### src/rtl/serial_add_pkg.sv
// Shared definitions for the bit-serial adder/subtractor controller:
// default operand width and the controller state encoding.
package serial_add_pkg;

    localparam int DEFAULT_WIDTH = 8;

    typedef enum logic [1:0] {
        ST_IDLE  = 2'd0,
        ST_LOAD  = 2'd1,
        ST_SHIFT = 2'd2,
        ST_DONE  = 2'd3
    } state_t;

endpackage

### src/rtl/full_adder.sv
// Single-bit full adder used as the one-bit step of the serial datapath.
module full_adder (
    input  logic i_a,
    input  logic i_b,
    input  logic i_cin,
    output logic o_sum,
    output logic o_cout
);

    assign o_sum  = i_a ^ i_b ^ i_cin;
    assign o_cout = (i_a & i_b) | (i_cin & (i_a ^ i_b));

endmodule

### src/rtl/serial_add_ctrl.sv
// Bit-serial adder controller: captures two WIDTH-bit operands on Start,
// adds them LSB-first one bit per clock through a single full_adder and
// commits Sum/Cout/Overflow together with a one-cycle Done pulse.
// Optional subtraction (A-B) is enabled by defining SERIAL_ADD_SUB_EN;
// without it the Sub port is accepted but ignored.
module serial_add_ctrl
    import serial_add_pkg::*;
#(
    parameter int WIDTH = DEFAULT_WIDTH
) (
    input  logic             Clk,
    input  logic             Reset_n,
    input  logic             Start,
    input  logic [WIDTH-1:0] A,
    input  logic [WIDTH-1:0] B,
    input  logic             Sub,
    output logic [WIDTH-1:0] Sum,
    output logic             Cout,
    output logic             Overflow,
    output logic             Busy,
    output logic             Done
);

    localparam int                CNT_W    = $clog2(WIDTH + 1);
    localparam logic [CNT_W-1:0]  LAST_CNT = CNT_W'(WIDTH - 1);
    localparam logic [CNT_W-1:0]  CNT_ONE  = CNT_W'(1);

    state_t            r_state;
    state_t            w_next_state;

    logic [WIDTH-1:0]  r_a;
    logic [WIDTH-1:0]  r_b;
    logic [WIDTH-1:0]  r_res;
    logic [CNT_W-1:0]  r_cnt;
    logic              r_carry;
    logic              r_sub;

    logic [WIDTH-1:0]  r_sum;
    logic              r_cout;
    logic              r_ovf;

    logic              w_sub_in;
    logic              w_b_bit;
    logic              w_fa_sum;
    logic              w_fa_cout;
    logic              w_last;
    logic              w_busy;
    logic              w_done;

`ifdef SERIAL_ADD_SUB_EN
    assign w_sub_in = Sub;
`else
    // Sub is kept on the interface but has no effect in the add-only build.
    logic w_unused_sub;
    assign w_unused_sub = Sub;
    assign w_sub_in     = 1'b0;
`endif

    // B is inverted for subtraction; the +1 comes from the preset carry.
    assign w_b_bit = r_b[0] ^ r_sub;
    assign w_last  = (r_cnt == LAST_CNT);

    full_adder u_bit_step (
        .i_a    (r_a[0]),
        .i_b    (w_b_bit),
        .i_cin  (r_carry),
        .o_sum  (w_fa_sum),
        .o_cout (w_fa_cout)
    );

    // State register.
    // NOTE: clocked state uses non-blocking (<=) so every flop samples
    // pre-edge values regardless of block ordering.
    always_ff @(posedge Clk or negedge Reset_n) begin
        if (!Reset_n) begin
            r_state <= ST_IDLE;
        end else begin
            r_state <= w_next_state;
        end
    end

    // Next-state logic: Start is only honoured in IDLE.
    // NOTE: the default assignment at the top keeps this combinational
    // block from inferring a latch on any unlisted path.
    always_comb begin
        w_next_state = r_state;
        unique case (r_state)
            ST_IDLE:  if (Start) w_next_state = ST_LOAD;
            ST_LOAD:  w_next_state = ST_SHIFT;
            ST_SHIFT: if (w_last) w_next_state = ST_DONE;
            ST_DONE:  w_next_state = ST_IDLE;
            default:  w_next_state = ST_IDLE;
        endcase
    end

    // Output decode from the current state.
    always_comb begin
        w_busy = 1'b0;
        w_done = 1'b0;
        unique case (r_state)
            ST_LOAD, ST_SHIFT: w_busy = 1'b1;
            ST_DONE:           w_done = 1'b1;
            default:           ;
        endcase
    end

    // Serial datapath: operand capture, carry preset, one bit per SHIFT cycle.
    always_ff @(posedge Clk or negedge Reset_n) begin
        if (!Reset_n) begin
            r_a     <= '0;
            r_b     <= '0;
            r_res   <= '0;
            r_cnt   <= '0;
            r_carry <= 1'b0;
            r_sub   <= 1'b0;
        end else begin
            unique case (r_state)
                ST_IDLE: begin
                    if (Start) begin
                        r_a   <= A;
                        r_b   <= B;
                        r_sub <= w_sub_in;
                    end
                end
                ST_LOAD: begin
                    r_cnt   <= '0;
                    r_carry <= r_sub;
                    r_res   <= '0;
                end
                ST_SHIFT: begin
                    r_a     <= r_a >> 1;
                    r_b     <= r_b >> 1;
                    r_res   <= {w_fa_sum, r_res[WIDTH-1:1]};
                    r_carry <= w_fa_cout;
                    r_cnt   <= r_cnt + CNT_ONE;
                end
                default: ;
            endcase
        end
    end

    // Result registers: updated together only on the final bit-step, so
    // partial sums never reach the outputs. r_carry there is the carry
    // into the MSB, which gives the signed overflow flag.
    always_ff @(posedge Clk or negedge Reset_n) begin
        if (!Reset_n) begin
            r_sum  <= '0;
            r_cout <= 1'b0;
            r_ovf  <= 1'b0;
        end else if (r_state == ST_SHIFT && w_last) begin
            r_sum  <= {w_fa_sum, r_res[WIDTH-1:1]};
            r_cout <= w_fa_cout;
            r_ovf  <= r_carry ^ w_fa_cout;
        end
    end

    assign Sum      = r_sum;
    assign Cout     = r_cout;
    assign Overflow = r_ovf;
    assign Busy     = w_busy;
    assign Done     = w_done;

endmodule

### config.mk
export PLATFORM = sky130hd
export DESIGN_NAME = serial_add_ctrl
export DESIGN_NICKNAME = d
export VERILOG_FILES = /design/src/rtl/serial_add_pkg.sv /design/src/rtl/full_adder.sv /design/src/rtl/serial_add_ctrl.sv
export SDC_FILE = /design/constraint.sdc
export NUM_CORES = 1
export LEC_CHECK = 0
export ABC_AREA = 1
export BUFFER_PORTS_ARGS = -buffer_cell sky130_fd_sc_hd__buf_4
export CORE_MARGIN = 5
export CORE_UTILIZATION = 59
export DETAILED_ROUTE_END_ITERATION = 6
export PLACE_DENSITY = 0.83
export SLEW_MARGIN = 0
export SYNTH_ARGS = -nofsm -noshare
export SYNTH_HDL_FRONTEND = slang
export SYNTH_SLANG_ARGS = --single-unit
### constraint.sdc
create_clock -name Clk -period 3.45 [get_ports Clk]
set_input_delay 0 -clock Clk [delete_from_list [all_inputs] [get_ports Clk]]
set_output_delay 0 -clock Clk [all_outputs]
set_load 0.005 [all_outputs]
# ---- Yosys cells after proc, flatten, opt, wreduce, memory -nomap -nowiden
# Index checks and enable logic that the tools add are counted.
dict set report word_totals {
  ff_bits 41
  latch_bits 0
  ramBits 0
  rom_bits 0
  inputBits 20
  output_inout_bits 12
  n_memories 0
}
dict set report classes {
  add_sub_neg 1
  multipliers 0
  n_div 0
  magnitude_cmp 0
  eq_ne 6
  shifts 0
  mux 12
  bitwise_logic 6
  n_reduce_logical 7
}
# cell n
set op_table {}
lappend op_table {{$pmux W8 S2} 3}
lappend op_table {{$mux W8} 2}
lappend op_table {{$pmux W2 S4} 1}
lappend op_table {{$pmux W4 S2} 1}
lappend op_table {{$add A4 B1 Y4 const B} 1}
lappend op_table {{$eq A2 B2 Y1 const B} 2}
lappend op_table {{$eq A4 B3 Y1 const B} 1}
lappend op_table {{$mux W2} 2}
lappend op_table {{$ne A2 B2 Y1 const B} 2}
lappend op_table {{$reduce_and A2 Y1} 2}
lappend op_table {{$reduce_bool A2 Y1} 2}
lappend op_table {{$xor A1 B1 Y1} 3}
lappend op_table {{$and A1 B1 Y1} 2}
lappend op_table {{$eq A2 B1 Y1 const B} 1}
lappend op_table {{$logic_not A2 Y1} 1}
lappend op_table {{$mux W1} 2}
lappend op_table {{$pmux W1 S2} 1}
lappend op_table {{$reduce_or A2 Y1} 1}
lappend op_table {{$logic_and A1 B1 Y1} 1}
lappend op_table {{$or A1 B1 Y1} 1}

# ---- Logic depth before layout (Yosys ltp)
dict set report depth {
  ltp_word 4
  ltp_mapped 8
  mapped_depth_nobuf 7
}

# ---- Hierarchy
# A second synthesis with hierarchy kept.
dict set report hier_totals {
  cells_unflattened 195
  area_unflattened_um2 1809.2
}
# module n_inst cells_each area_per_inst_um2 seq_area_each_um2
set modules_own_cells {}
lappend modules_own_cells {serial_add_ctrl 1 194 1789.2 1001.0}
lappend modules_own_cells {full_adder 1 1 20.0 0.0}

# ---- Worst setup path before layout
# OpenSTA, ideal clock, no wires.
dict set report synth_path {
  path_type {reg-to-reg}
  from {register r_state[0]}
  to {register r_b[1]}
  setup_time_ns 0.122
  arrival_time_ns 1.220
  required_time_ns 3.328
  setup_slack_ns 2.108
  path_stages_with_launch 7
  path_buffers 1
  period_less_slack_ns 1.342
  path_cell_list {dfrtp_1 > inv_1 > ha_1 > buf_6 > or2_2 > o211ai_2 > nand2_1}
}
dict set report synth_via {
  elab_chain_len 3
}
# element line_no
set synth_rtl {}
lappend synth_rtl {{start: declaration} serial_add_ctrl.sv:28} ;# state_t r_state;
lappend synth_rtl {{start signal: assignment} serial_add_ctrl.sv:78} ;# r_state <= w_next_state;
lappend synth_rtl {{$eq A2 B2 Y1 / $logic_not A2 Y1 (equally long branches)} serial_add_ctrl.sv:117} ;# unique case (r_state)
lappend synth_rtl {{$reduce_bool A2 Y1 (no source line) / $ne A2 B2 Y1 (equally long branches)} n/a}
lappend synth_rtl {{$reduce_and A2 Y1 (no source line)} n/a}
lappend synth_rtl {{end signal: assignment} serial_add_ctrl.sv:132} ;# r_b <= r_b >> 1;
lappend synth_rtl {{end: declaration} serial_add_ctrl.sv:32} ;# logic [WIDTH-1:0] r_b;
# Several ways; a longest one is shown, not always the timed one.
# A chain may end at the register's enable or synchronous reset.

# ---- Worst setup path in the final report
dict set report layout_path {
  from {register r_state[0]}
  to {register r_a[6]}
}
dict set report layout_via {
  elab_chain_len 3
}
# element line_no
set layout_rtl {}
lappend layout_rtl {{$eq A2 B2 Y1 / $logic_not A2 Y1 (equally long branches)} serial_add_ctrl.sv:117}
lappend layout_rtl {{$reduce_bool A2 Y1 (no source line) / $ne A2 B2 Y1 (equally long branches)} n/a}
lappend layout_rtl {{$reduce_and A2 Y1 (no source line)} n/a}
lappend layout_rtl {{end signal: assignment} serial_add_ctrl.sv:131} ;# r_a <= r_a >> 1;
lappend layout_rtl {{end: declaration} serial_add_ctrl.sv:31} ;# logic [WIDTH-1:0] r_a;
# Several ways; a longest one is shown, not always the timed one.

==> flow_metrics.py <==
metrics = {
    "cts": {
        "cts_setup_buffers": 0,
        "numCtsBuffers": 5,
        "root_buffer": "clkbuf_4",
        "cts.path.max_buffers": 2,
        "htree_levels": 2,
        "clkLatencyLatePin_ps": 350,
        "path_clk_slew_ps": 120,
        "cts_tree": "yes",
        "cts.sinks": 40,
    },
    "sta": {
        "rsz0062_at_grt": "no",
        "drv_slew": 0,
        "worst_slack_ps": 1630,
        "hold_violations": 0,
        "skew_ps": 5.41,
        "setup-tns-final_ps": 0,
        "setup_viol": 0,
        "holdWs_ps": 148,
        "fin_crit_ps": 1820,
        "relSlewSlack_pct": 62.9,
        "worst_pin_slew_ps": 556,
        "fin_crit_sh_pct": 52.8,
        "max_freq_mhz": 549,
    },
    "floorplanning": {
        "core_area_um2": 3030,
        "die_w_um": 65.9,
        "ios": 32,
        "die_area_um2": 4340,
        "die_y_um": 65.9,
        "rows": 20,
        "initial_core_util_pct": 60.9,
    },
    "synth": {
        "yosys-top-cells-area": "dfrtp_1, nand2_1, nand3_1",
        "yosysMostFrequentCell": "nand2_1",
        "ys_warn_count": 0,
        "yosysUniqueCellTypes": 24,
        "yosys.area.top_type": "dfrtp_1",
        "synth_fp_nets": 223,
        "synthCells": 198,
        "yosys_most_used_dff": "dfrtp_1",
        "netlist_area_um2": 1840,
        "synth_common_cells": "nand2_1, dfrtp_1, nand3_1, inv_1, o21ai_1",
        "yosys_register_bits": 40,
        "synth_top_cell_area_share_pct": 54.3,
        "syn_area_per_cell_um2": 9.31,
        "synth_edf_count": 0,
        "synth_seq_area_share_pct": 54.3,
        "synthArstFlopShare_pct": 100,
    },
    "placed_design": {
        "port_buffers": 30,
        "placed_cells": 263,
        "finalWeightedCongestion": 0.781,
        "pre_cts_slack_ps": 1660,
        "dp.final_hpwl_um": 2450,
    },
    "grt": {
        "grt_pass1_vias": 1515,
        "grt_max_degree": 41,
        "grt_pass1_wl_um": 6800,
        "grt_usage_pct": 20.4,
        "grt_overflow": 0,
        "antenna_found_initial": 0,
    },
    "worst_hold_path": {
        "hold_class": "primary input to asynchronous set/reset pin",
    },
    "cells_and_area": {
        "drive_above_1_share_pct": 20.8,
        "fillCellCount": 214,
        "fin_cells": 289,
        "seqCellArea_um2": 1000,
        "final_nets": 269,
        "diodes": 0,
        "syn_to_final_growth_pct": 26.7,
        "multiInputGateArea_um2": 698,
    },
    "critical_path": {
        "end_kind": "register",
        "cp.required_ps": 3750,
        "critical_path_class": "register to register",
        "crit_arrival_ps": 2120,
        "crit_path_start_kind": "register",
        "cp_max_fo": 24,
    },
    "routing": {
        "drt-total-wl_um": 3920,
        "dr.pass1.iters": 4,
        "ant_nets": 0,
        "via_per_inst": 5.19,
        "vias": 1500,
        "route.detailed.drc": 0,
        "drtIter0Drc": 36,
        "wl_per_cell_um": 13.6,
    },
    "pwr": {
        "total_leakage_power_nw": 1.14,
        "peakVddDrop_mv": 0.515,
        "power_density_nw_per_um2": 750,
    },
    "flow_run": {
        "drv_cap": 0,
    },
    "run_status": {
        "outcome": "finished clean",
    },
}
[cells in the final DEF (no fill, tap or decap)]
cell and count:
buf_4 32, or2_2 5, inv_1 17, xor2_1 1, ha_1 4, dlygate4sd3_1 18
o21ai_0 5, dfrtp_1 40, nand3_1 18, clkbuf_4 5, o21ai_1 10, inv_2 1
a21oi_1 3, nand2_2 2, o22ai_1 8, o211ai_1 8, or2_1 5, nand4_1 1
bufinv_16 1, clkbuf_8 2, nor3b_1 1, fa_1 1, o211ai_2 3, nand2_1 51
nor2_1 3
[final timing paths]
| path | slack [ps] | start | end | depth (start not counted) |
|---|---|---|---|---|
| max | 1630 | r_state[0] | r_a[6] | 7 |
| min | 150 | Reset_n | r_res[1] | 2 |
| max reg2reg | 1630 | r_state[0] | r_a[6] | 7 |
| min reg2reg | 500 | Sum[2] | Sum[2] | 2 |
| max in group asynchronous | 2950 | Reset_n | r_state[1] | 2 |
| min in group Clk | 450 | B[7] | r_b[7] | 4 |
[stage by stage]
step	power [W]	util, %	instance area, µm²
floorplan	0.00126	-	1840
global placement	0.00133	68.1	2060
detailed placement	0.00139	68.1	2060
CTS	0.00174	77.2	2340
global route	0.00188	77.2	2340
finish	0.00175	77.2	2340
[per-layer routing]
metal | up-vias | wire (µm) | GRT usage, %
met1 | 713 | 1680 | 24.4
met3 | 5 | 196 | 4.76
met4 | 0 | 40 | 7.25
met5 | - | 0 | 0
li1 | 743 | - | -
met2 | 39 | 2000 | 35.7
[where the power goes]
| part | internal [W] | total (W) | switching, W |
|---|---|---|---|
| combinational | 0.000263 | 0.000724 | 0.000462 |
| sequential | 0.000603 | 0.000683 | 0.0000797 |
| clock | 0.000192 | 0.000345 | 0.000153 |
| total | 0.00106 | 0.00175 | 0.000694 |
[what timing repair did]
item / in CTS / in global routing
gates resized for setup: 0 / 0
hold endpoints to repair: 57 / 0
hold buffers: 18 / 0
[cells by family after synthesis]
| group | count (synthesis) | share of synthesized area [%] |
|---|---|---|
| flip-flops | 40 | 54.3 |
| XOR/XNOR | 1 | 0.475 |
| buffers and inverters | 29 | 7.87 |
| AO/OA/AOI/OAI | 37 | 12.9 |
| AND/OR/NAND/NOR | 86 | 20.7 |
| adder cells (fa/ha/maj) | 5 | 3.80 |
[layout make-up]
cell class,count,area share (%)
tap,44,2.36
multi-input combinational,129,29.9
inverter,18,2.89
sequential,40,42.8
clock inverter,1,1.28
clock buffer,7,2.78
timing repair buffer,50,18.0
[flip-flops by register name, indices dropped and copies added (netlist names)]
name	cells
Sum	8
r_a	8
r_b	8
r_res	7
r_cnt	4
r_state	2
Cout	1
Overflow	1
r_carry	1
[worst max-delay path, stage by stage, from the launching register on]
cell and delay [ps]:
dfrtp_1 410, inv_1 90, ha_1 160, buf_4 250
nand2_2 230, nand2_2 370, o211ai_1 170, nand2_1 90
Note: power is estimated with default switching activity, not from simulation.
